File: src/rtl/wiscsc15_mem_arb_if.sv
// Bundle of requester-side (fetch/data) and memory-side signals around the arbiter.
// Arbiter uses the slave modport; the requesters and memory model use master.
interface wiscsc15_mem_arb_if;
  logic        if_req;
  logic [15:0] if_addr;
  logic        dm_read;
  logic        dm_write;
  logic [15:0] dm_addr;
  logic [15:0] dm_wdata;
  logic [15:0] if_rdata;
  logic [15:0] dm_rdata;
  logic        if_done;
  logic        dm_done;
  logic        stall;
  logic        err;
  logic        mem_en;
  logic        mem_we;
  logic [15:0] mem_addr;
  logic [15:0] mem_wdata;
  logic [15:0] mem_rdata;
  logic        mem_ack;

  modport slave (
    input  if_req, if_addr, dm_read, dm_write, dm_addr, dm_wdata, mem_rdata, mem_ack,
    output if_rdata, dm_rdata, if_done, dm_done, stall, err,
           mem_en, mem_we, mem_addr, mem_wdata
  );

  modport master (
    output if_req, if_addr, dm_read, dm_write, dm_addr, dm_wdata, mem_rdata, mem_ack,
    input  if_rdata, dm_rdata, if_done, dm_done, stall, err,
           mem_en, mem_we, mem_addr, mem_wdata
  );
endinterface

File: src/rtl/wiscsc15_mem_arb.sv
// Single-port memory arbiter between instruction fetch and data accesses, with
// anti-starvation for fetch, a bounded wait for mem_ack and a one-cycle response state.
module wiscsc15_mem_arb #(
  parameter int unsigned TIMEOUT = 15
) (
  input  logic                 clk,
  input  logic                 rst_n,
  wiscsc15_mem_arb_if.slave    bus,
  output logic [1:0]           dbg_state_o
);
  // Handshake: requests are levels held until their done pulse; done is a
  // one-cycle pulse with rdata/err valid in that cycle; mem_ack is a one-cycle
  // pulse that is only honoured while a BUSY state holds mem_en high.
  typedef enum logic [1:0] {IDLE, BUSY_DM, BUSY_IF, RESP} state_t;

  state_t      state_q, state_d;
  logic        mem_en_q, mem_en_d;
  logic        mem_we_q, mem_we_d;
  logic [15:0] mem_addr_q, mem_addr_d;
  logic [15:0] mem_wdata_q, mem_wdata_d;
  logic [15:0] if_rdata_q, if_rdata_d;
  logic [15:0] dm_rdata_q, dm_rdata_d;
  logic        if_done_q, if_done_d;
  logic        dm_done_q, dm_done_d;
  logic        err_q, err_d;
  logic        perr_q, perr_d;
  logic [1:0]  starve_q, starve_d;
  logic [3:0]  wait_q, wait_d;

  logic dm_req;
  logic dm_wins;
  assign dm_req  = bus.dm_read | bus.dm_write;
  assign dm_wins = dm_req & ~(bus.if_req & (starve_q == 2'd3));

  always_comb begin
    state_d     = state_q;
    mem_en_d    = mem_en_q;
    mem_we_d    = mem_we_q;
    mem_addr_d  = mem_addr_q;
    mem_wdata_d = mem_wdata_q;
    if_rdata_d  = if_rdata_q;
    dm_rdata_d  = dm_rdata_q;
    if_done_d   = 1'b0;
    dm_done_d   = 1'b0;
    err_d       = 1'b0;
    perr_d      = perr_q;
    starve_d    = starve_q;
    wait_d      = wait_q;
    case (state_q)
      IDLE: begin
        if (dm_wins) begin
          state_d     = BUSY_DM;
          mem_en_d    = 1'b1;
          mem_we_d    = bus.dm_write;
          mem_addr_d  = bus.dm_addr;
          mem_wdata_d = bus.dm_wdata;
          perr_d      = bus.dm_read & bus.dm_write;
          wait_d      = 4'd0;
          // dm_wins with if_req pending implies starve_q < 3, so no saturation check needed
          if (bus.if_req) starve_d = starve_q + 2'd1;
        end else if (bus.if_req) begin
          state_d     = BUSY_IF;
          mem_en_d    = 1'b1;
          mem_we_d    = 1'b0;
          mem_addr_d  = bus.if_addr;
          mem_wdata_d = 16'h0000;
          perr_d      = 1'b0;
          wait_d      = 4'd0;
          starve_d    = 2'd0;
        end
      end
      BUSY_DM, BUSY_IF: begin
        if (bus.mem_ack || (wait_q == 4'(TIMEOUT))) begin
          state_d  = RESP;
          mem_en_d = 1'b0;
          if (state_q == BUSY_DM) begin
            dm_done_d = 1'b1;
            err_d     = perr_q | ~bus.mem_ack;
            if (!mem_we_q) dm_rdata_d = bus.mem_ack ? bus.mem_rdata : 16'hFFFF;
          end else begin
            if_done_d  = 1'b1;
            err_d      = ~bus.mem_ack;
            if_rdata_d = bus.mem_ack ? bus.mem_rdata : 16'hFFFF;
          end
        end else begin
          wait_d = wait_q + 4'd1;
        end
      end
      RESP: state_d = IDLE;
      default: state_d = IDLE;
    endcase
  end

  always_ff @(posedge clk or negedge rst_n) begin
    if (!rst_n) begin
      state_q     <= IDLE;
      mem_en_q    <= 1'b0;
      mem_we_q    <= 1'b0;
      mem_addr_q  <= 16'h0000;
      mem_wdata_q <= 16'h0000;
      if_rdata_q  <= 16'h0000;
      dm_rdata_q  <= 16'h0000;
      if_done_q   <= 1'b0;
      dm_done_q   <= 1'b0;
      err_q       <= 1'b0;
      perr_q      <= 1'b0;
      starve_q    <= 2'd0;
      wait_q      <= 4'd0;
    end else begin
      state_q     <= state_d;
      mem_en_q    <= mem_en_d;
      mem_we_q    <= mem_we_d;
      mem_addr_q  <= mem_addr_d;
      mem_wdata_q <= mem_wdata_d;
      if_rdata_q  <= if_rdata_d;
      dm_rdata_q  <= dm_rdata_d;
      if_done_q   <= if_done_d;
      dm_done_q   <= dm_done_d;
      err_q       <= err_d;
      perr_q      <= perr_d;
      starve_q    <= starve_d;
      wait_q      <= wait_d;
    end
  end

  assign bus.mem_en    = mem_en_q;
  assign bus.mem_we    = mem_we_q;
  assign bus.mem_addr  = mem_addr_q;
  assign bus.mem_wdata = mem_wdata_q;
  assign bus.if_rdata  = if_rdata_q;
  assign bus.dm_rdata  = dm_rdata_q;
  assign bus.if_done   = if_done_q;
  assign bus.dm_done   = dm_done_q;
  assign bus.err       = err_q;
  assign bus.stall     = bus.if_req & ~if_done_q;
  assign dbg_state_o   = state_q;
endmodule

File: src/flat_wrapper.sv
// flat-port wrapper written by rule: the top's interface ports become plain ports
module wiscsc15_mem_arb_flat 
#(
  parameter int unsigned TIMEOUT = 15
)
  (clk, rst_n, dbg_state_o, bus_if_req, bus_if_addr, bus_dm_read, bus_dm_write, bus_dm_addr, bus_dm_wdata, bus_mem_rdata, bus_mem_ack, bus_if_rdata, bus_dm_rdata, bus_if_done, bus_dm_done, bus_stall, bus_err, bus_mem_en, bus_mem_we, bus_mem_addr, bus_mem_wdata);
  wiscsc15_mem_arb_if bus_i ();
  input  logic clk;
  input  logic rst_n;
  output logic [1:0] dbg_state_o;
  input wire logic [$bits(bus_i.if_req)-1:0] bus_if_req;
  input wire logic [$bits(bus_i.if_addr)-1:0] bus_if_addr;
  input wire logic [$bits(bus_i.dm_read)-1:0] bus_dm_read;
  input wire logic [$bits(bus_i.dm_write)-1:0] bus_dm_write;
  input wire logic [$bits(bus_i.dm_addr)-1:0] bus_dm_addr;
  input wire logic [$bits(bus_i.dm_wdata)-1:0] bus_dm_wdata;
  input wire logic [$bits(bus_i.mem_rdata)-1:0] bus_mem_rdata;
  input wire logic [$bits(bus_i.mem_ack)-1:0] bus_mem_ack;
  output wire logic [$bits(bus_i.if_rdata)-1:0] bus_if_rdata;
  output wire logic [$bits(bus_i.dm_rdata)-1:0] bus_dm_rdata;
  output wire logic [$bits(bus_i.if_done)-1:0] bus_if_done;
  output wire logic [$bits(bus_i.dm_done)-1:0] bus_dm_done;
  output wire logic [$bits(bus_i.stall)-1:0] bus_stall;
  output wire logic [$bits(bus_i.err)-1:0] bus_err;
  output wire logic [$bits(bus_i.mem_en)-1:0] bus_mem_en;
  output wire logic [$bits(bus_i.mem_we)-1:0] bus_mem_we;
  output wire logic [$bits(bus_i.mem_addr)-1:0] bus_mem_addr;
  output wire logic [$bits(bus_i.mem_wdata)-1:0] bus_mem_wdata;
  assign bus_i.if_req = bus_if_req;
  assign bus_i.if_addr = bus_if_addr;
  assign bus_i.dm_read = bus_dm_read;
  assign bus_i.dm_write = bus_dm_write;
  assign bus_i.dm_addr = bus_dm_addr;
  assign bus_i.dm_wdata = bus_dm_wdata;
  assign bus_i.mem_rdata = bus_mem_rdata;
  assign bus_i.mem_ack = bus_mem_ack;
  assign bus_if_rdata = bus_i.if_rdata;
  assign bus_dm_rdata = bus_i.dm_rdata;
  assign bus_if_done = bus_i.if_done;
  assign bus_dm_done = bus_i.dm_done;
  assign bus_stall = bus_i.stall;
  assign bus_err = bus_i.err;
  assign bus_mem_en = bus_i.mem_en;
  assign bus_mem_we = bus_i.mem_we;
  assign bus_mem_addr = bus_i.mem_addr;
  assign bus_mem_wdata = bus_i.mem_wdata;
  wiscsc15_mem_arb #(.TIMEOUT(TIMEOUT)) u_core (.clk(clk), .rst_n(rst_n), .bus(bus_i), .dbg_state_o(dbg_state_o));
endmodule
File: config.mk
export PLATFORM = sky130hd
export DESIGN_NAME = wiscsc15_mem_arb_flat
export DESIGN_NICKNAME = d
export VERILOG_FILES = /design/src/rtl/wiscsc15_mem_arb_if.sv /design/src/rtl/wiscsc15_mem_arb.sv /design/src/flat_wrapper.sv
export SDC_FILE = /design/constraint.sdc
export NUM_CORES = 1
export LEC_CHECK = 0
export BUFFER_PORTS_ARGS = -buffer_cell sky130_fd_sc_hd__buf_2
export CAP_MARGIN = 5
export CORE_MARGIN = 2
export CORE_UTILIZATION = 40
export CTS_BUF_LIST = sky130_fd_sc_hd__clkbuf_8 sky130_fd_sc_hd__clkbuf_16
export CTS_CLUSTER_DIAMETER = 40
export DETAILED_ROUTE_END_ITERATION = 12
export GPL_TIMING_DRIVEN = 1
export HOLD_SLACK_MARGIN = 0.02
export PLACE_DENSITY_LB_ADDON = 0.15
export SLEW_MARGIN = 20
export SYNTH_ARGS = -nofsm -noshare
export SYNTH_HDL_FRONTEND = slang
export SYNTH_SLANG_ARGS = --single-unit
File: constraint.sdc
create_clock -name clk -period 2.93 [get_ports clk]
set_clock_uncertainty 0.2 [all_clocks]
set_input_delay 0.293 -clock clk [delete_from_list [all_inputs] [get_ports clk]]
set_output_delay 0.293 -clock clk [all_outputs]
set_load 0.03 [all_outputs]
# Word level (Yosys, flattened, before mapping)
# Index checks and enable logic that the tools add are counted.
[totals]
reg_bits = 78
word_cells = 78
inputBits = 70
[op_classes]
eq_ne = 8
muxes = 32
n_addsub = 2
bitwise = 11
reduce_logical = 12
[ops]
columns = ["cell", "n"]
rows = [
  ["$mux 16", 5],
  ["$mux 1", 15],
  ["$mux 2", 6],
  ["$mux 4", 3],
  ["$reduce_and 3->1", 3],
  ["$pmux 4 s2", 1],
  ["$eq 2x2->1 const B", 3],
  ["$pmux 2 s3", 1],
  ["$reduce_and 2->1", 3],
  ["$not 1->1", 5],
  ["$add 4x1->4 const B", 1],
  ["$and 1x1->1", 4],
  ["$eq 4x4->1 const B", 1],
  ["$reduce_and 4->1", 1],
  ["$reduce_bool 2->1", 2],
  ["$ne 3x2->1 const B", 1],
  ["$add 2x1->2 const B", 1],
  ["$eq 2x1->1 const B", 1],
  ["$logic_not 2->1", 1],
  ["$ne 2x1->1 const B", 1],
  ["$ne 2x2->1 const B", 1],
  ["$or 1x1->1", 2],
  ["$pmux 1 s2", 1],
  ["$reduce_or 2->1", 1],
  ["$logic_or 1x1->1", 1],
]

# Logic depth before layout (Yosys ltp)
[depth]
ltp_word = 6
mapped_depth = 7

# Worst setup path before layout
# Ideal clock, no wire load.
[synth_path]
kind = "register to register"
startpoint = "register u_core.state_q[1] (netlist: u_core.dbg_state_o[1])"
endpoint = "register u_core.dm_rdata_q[0] (netlist: u_core.bus.dm_rdata[0])"
slack_ps = 864
setup_ps = 121
required_ps = 2609
path_stages_with_launch = 7
arrival_ps = 1744
path_buffers = 2
cell_sequence = "dfrtp_1 -> inv_1 -> ha_1 -> clkbuf_1 -> nand4b_1 -> buf_2 -> o22a_1"
[synth_between]
elab_chain_cells = 3
[synth_lines]
columns = ["element", "line_no", "source"]
rows = [
  ["start: declaration", "wiscsc15_mem_arb.sv:16", "state_t state_q, state_d;"],
  ["start signal: assignment", "wiscsc15_mem_arb.sv:110", "state_q <= state_d;"],
  ["$eq 2x2->1 / $eq 2x1->1 (equally long branches)", "wiscsc15_mem_arb.sv:49, wiscsc15_mem_arb.sv:76", ""],
  ["$reduce_or 2->1", "wiscsc15_mem_arb.sv:49", "case (state_q)"],
  ["$reduce_and 4->1 (no source line) *", "--", ""],
  ["end signal: assignment", "wiscsc15_mem_arb.sv:116", "dm_rdata_q <= dm_rdata_d;"],
  ["end: declaration", "wiscsc15_mem_arb.sv:22", "logic [15:0] dm_rdata_q, dm_rdata_d;"],
]
# Every way passes the cells marked *; elsewhere a longest branch is shown, timed or not.
# A chain may end at the register's enable or synchronous reset.

# Worst setup path after layout
[layout_path]
startpoint = "register u_core.starve_q[0]"
endpoint = "register u_core.mem_addr_q[9] (netlist: u_core.bus.mem_addr[9])"
[layout_between]
elab_chain_cells = 6
[layout_lines]
columns = ["element", "line_no", "source"]
rows = [
  ["start: declaration", "wiscsc15_mem_arb.sv:27", "logic [1:0] starve_q, starve_d;"],
  ["start signal: assignment", "wiscsc15_mem_arb.sv:121", "starve_q <= starve_d;"],
  ["$eq 2x2->1 *", "wiscsc15_mem_arb.sv:33", "assign dm_wins = dm_req & ~(bus.if_req & (starve_q == 2'd3));"],
  ["$and 1x1->1 *", "wiscsc15_mem_arb.sv:33", ""],
  ["$not 1->1 *", "wiscsc15_mem_arb.sv:33", ""],
  ["$and 1x1->1 *", "wiscsc15_mem_arb.sv:33", ""],
  ["$reduce_bool 2->1 (no source line)", "--", ""],
  ["$reduce_and 2->1 (no source line)", "--", ""],
  ["end signal: assignment", "wiscsc15_mem_arb.sv:113", "mem_addr_q <= mem_addr_d;"],
  ["end: declaration", "wiscsc15_mem_arb.sv:19", "logic [15:0] mem_addr_q, mem_addr_d;"],
]
# Marked as above.

==> results.ini <==
[global_routing]
antenna_found_initial=0
grt_overflow=0
grtUsageTotal=0.183
grt_pass1_wl_mm=12.9
grt_max_degree=79
first_global_vias=2686

[yosys]
ys_ff_latch=78
synth_cell_types=41
syn_area_per_cell_sq_um=12.8
async_flop_share=1.00
synth_warnings=0
syn_inst=260
synth_edf_count=0
ys_seq_area_frac=0.588
ys.flop_type=dfrtp_1
synth_area_sq_um=3320
synth_nets=335

[route]
drt_first_iter_violations=48
drt_wl_total_mm=7.98
drc=0
vias_per_cell=5.01
dr.pass1.iters=4
drt-wirelength-per-cell_um=14.4
vias=2774
ant_nets=0

[final_layout]
area_growth_pct=42.0
stdcell_count=554
nNetsFinal=519
final_area_sq_um=4710
fillers=680
antennaDiodeCount=0
postLayoutCoreUtil=0.579
drive_gt1_frac=0.376

[placement]
dpl.hpwl_mm=5.24
place_inst=490
post_dp_cell_area_sq_um=4050
place_ws_ps=702
port_buffers=141
gp_congestion=0.775

[timing]
max_freq_mhz=448
timing_hold_violations_final=0
fin_ws_ps=695
whs_ps=35.9
finalCritPeriodShare=0.763
finalCriticalPeriod_ps=2230
slew_headroom=0.347
tns_ps=0
setup_viol=0
maxSlewViolCount=0
worstMarginPinSlew_ps=979
rsz0062_at_grt=no

[clocking]
cts.sink_count=78
path_clk_slew_ps=80
cts_resized=0
cts_buffers=9
cts_tree=yes
worstSkewPairLatency_ps=340
clk_path_buf_depth=2
htree_levels=3
cts_root_buffer=clkbuf_8

[pwr]
leakage_nw=2.26
power_density_nw_per_um2=1140
p_switching_mw=2.53
vdd_ir_drop_max_mv=0.420
p_clk_frac=0.139
pwr-share-comb=0.510
p_sw_frac=0.469
seqPwrFrac=0.351
finalPower_mw=5.39
p_int_mw=2.86

[floorplanning]
die-area_sq_um=9040
die_x_um=95.1
die-height_um=95.1
coreArea_sq_um=8130
start_util=0.408
rows=33
ioPinCount=142

[outcome]
outcome=finished clean

[worst_setup_path]
critPathCaptureType=flop
arrival_ps=2250
crit_path_start_kind=flop
criticalPathCategory=reg2reg
cp.required_ps=2950
cp_max_fo=19

[run]
drv_cap=0

[worst_hold_path]
hp-class=in2reg

-- worst paths after layout --
path | from | to | slack [ps] | cells past startpoint
max | u_core.starve_q[0]$_DFFE_PN0P_ | u_core.bus.mem_addr[9]$_DFFE_PN0P_ | 700 | 6
min | bus_dm_addr[6] | u_core.bus.mem_addr[6]$_DFFE_PN0P_ | 40 | 3
max reg2reg | u_core.starve_q[0]$_DFFE_PN0P_ | u_core.bus.mem_addr[9]$_DFFE_PN0P_ | 700 | 6
min reg2reg | u_core.bus.mem_addr[15]$_DFFE_PN0P_ | u_core.bus.mem_addr[15]$_DFFE_PN0P_ | 280 | 2
max in group asynchronous | rst_n | u_core.bus.mem_wdata[14]$_DFFE_PN0P_ | 1450 | 2
min in group asynchronous | rst_n | u_core.bus.if_rdata[11]$_DFFE_PN0P_ | 410 | 2
-- repair_timing --
item	4_1_cts	5_1_grt
endpoints found under the hold margin	134	0
setup buffers	0	0
hold buffers	48	0
-- sequential cells by signal, summed over array words and instances, names as in the netlist --
name,count
u_core.bus.mem_wdata,16
u_core.bus.if_rdata,16
u_core.bus.mem_addr,16
u_core.starve_q,2
u_core.wait_q,4
u_core.bus.mem_we,1
u_core.bus.mem_en,1
u_core.dbg_state_o,2
u_core.bus.if_done,1
u_core.perr_q,1
u_core.bus.dm_rdata,16
u_core.bus.dm_done,1
u_core.bus.err,1
-- routing by layer --
| layer | vias up | part of all wire | GRT usage |
|---|---|---|---|
| met5 | - | 0 | 0 |
| met4 | 0 | 0.013 | 0.0725 |
| met3 | 9 | 0.056 | 0.0395 |
| met2 | 99 | 0.47 | 0.295 |
| met1 | 1323 | 0.46 | 0.243 |
| li1 | 1343 | - | - |
-- cells in the mapped netlist, drive strengths merged (2+ instances only) --
cell type  instances  share of area
o21ai             24          0.036
nand4b             3         0.0079
a22o              16          0.042
and2               2         0.0045
nor2b              2         0.0038
clkbuf             4         0.0045
dfrtp             78           0.59
nor3               3         0.0094
nor4b              2         0.0098
nand3              7          0.011
mux2i             16          0.048
o31ai              2         0.0087
inv                2         0.0023
o22a              32          0.084
a21o               2         0.0045
nand2             25          0.028
ha                 5          0.019
nor2               3         0.0034
buf               15          0.037
a21boi             2         0.0045
a2bb2oi            3         0.0079
-- final cells by class --
type / instances / area (sq um) / share of cell area
timing repair buffer: 192 / 1210 / 0.257
tap: 105 / 131 / 0.0279
sequential: 78 / 1950 / 0.414
clock inverter: 7 / 57.6 / 0.0122
clock buffer: 9 / 124 / 0.0263
multi-input combinational: 161 / 1230 / 0.261
inverter: 2 / 7.51 / 0.00159
-- cell families (layout without fill, tap and decap cells) --
logic type      Yosys count  in the layout  share of synthesized area
fa+ha+maj                 5              5                     0.0188
mux                      16             16                     0.0482
flops                    78             78                      0.588
simple gates             51             51                     0.0867
compound gates           89             89                      0.214
buf+inv                  21            210                     0.0437
-- placed cells by master, fill, tap and decap left out, types with 2 or more instances in the layout --
cell type      count
buf_2            140
dfrtp_1           78
dlygate4sd3_1     48
o22a_1            32
nand2_1           25
a22o_1            16
mux2i_1           16
o21ai_0           15
o21ai_1            9
clkbuf_8           9
nand3_1            7
ha_1               5
buf_4              4
nor2_1             3
nand4b_1           3
a2bb2oi_1          3
inv_1              2
nor2b_1            2
a21o_1             2
a21boi_0           2
clkinvlp_4         2
inv_6              2
-- worst max-delay path: stages (launching register included) --
cell and delay [ps]:
dfrtp_1 400, ha_1 230, o2bb2ai_2 110, buf_4 310, mux2i_1 230, dlygate4sd3_1 570, o21ai_1 60
-- power by group through the flow --
stage / registers [mW] / logic [mW] / clock network, mW
floorplan: 2.82 / 1.04 / 0
finish: 1.89 / 2.75 / 0.747
global placement: 1.91 / 2.66 / 0
detailed placement: 1.90 / 2.73 / 0
global route: 1.96 / 2.98 / 0.820
CTS: 1.89 / 2.78 / 0.772
Power figures use the tool's default switching activity.
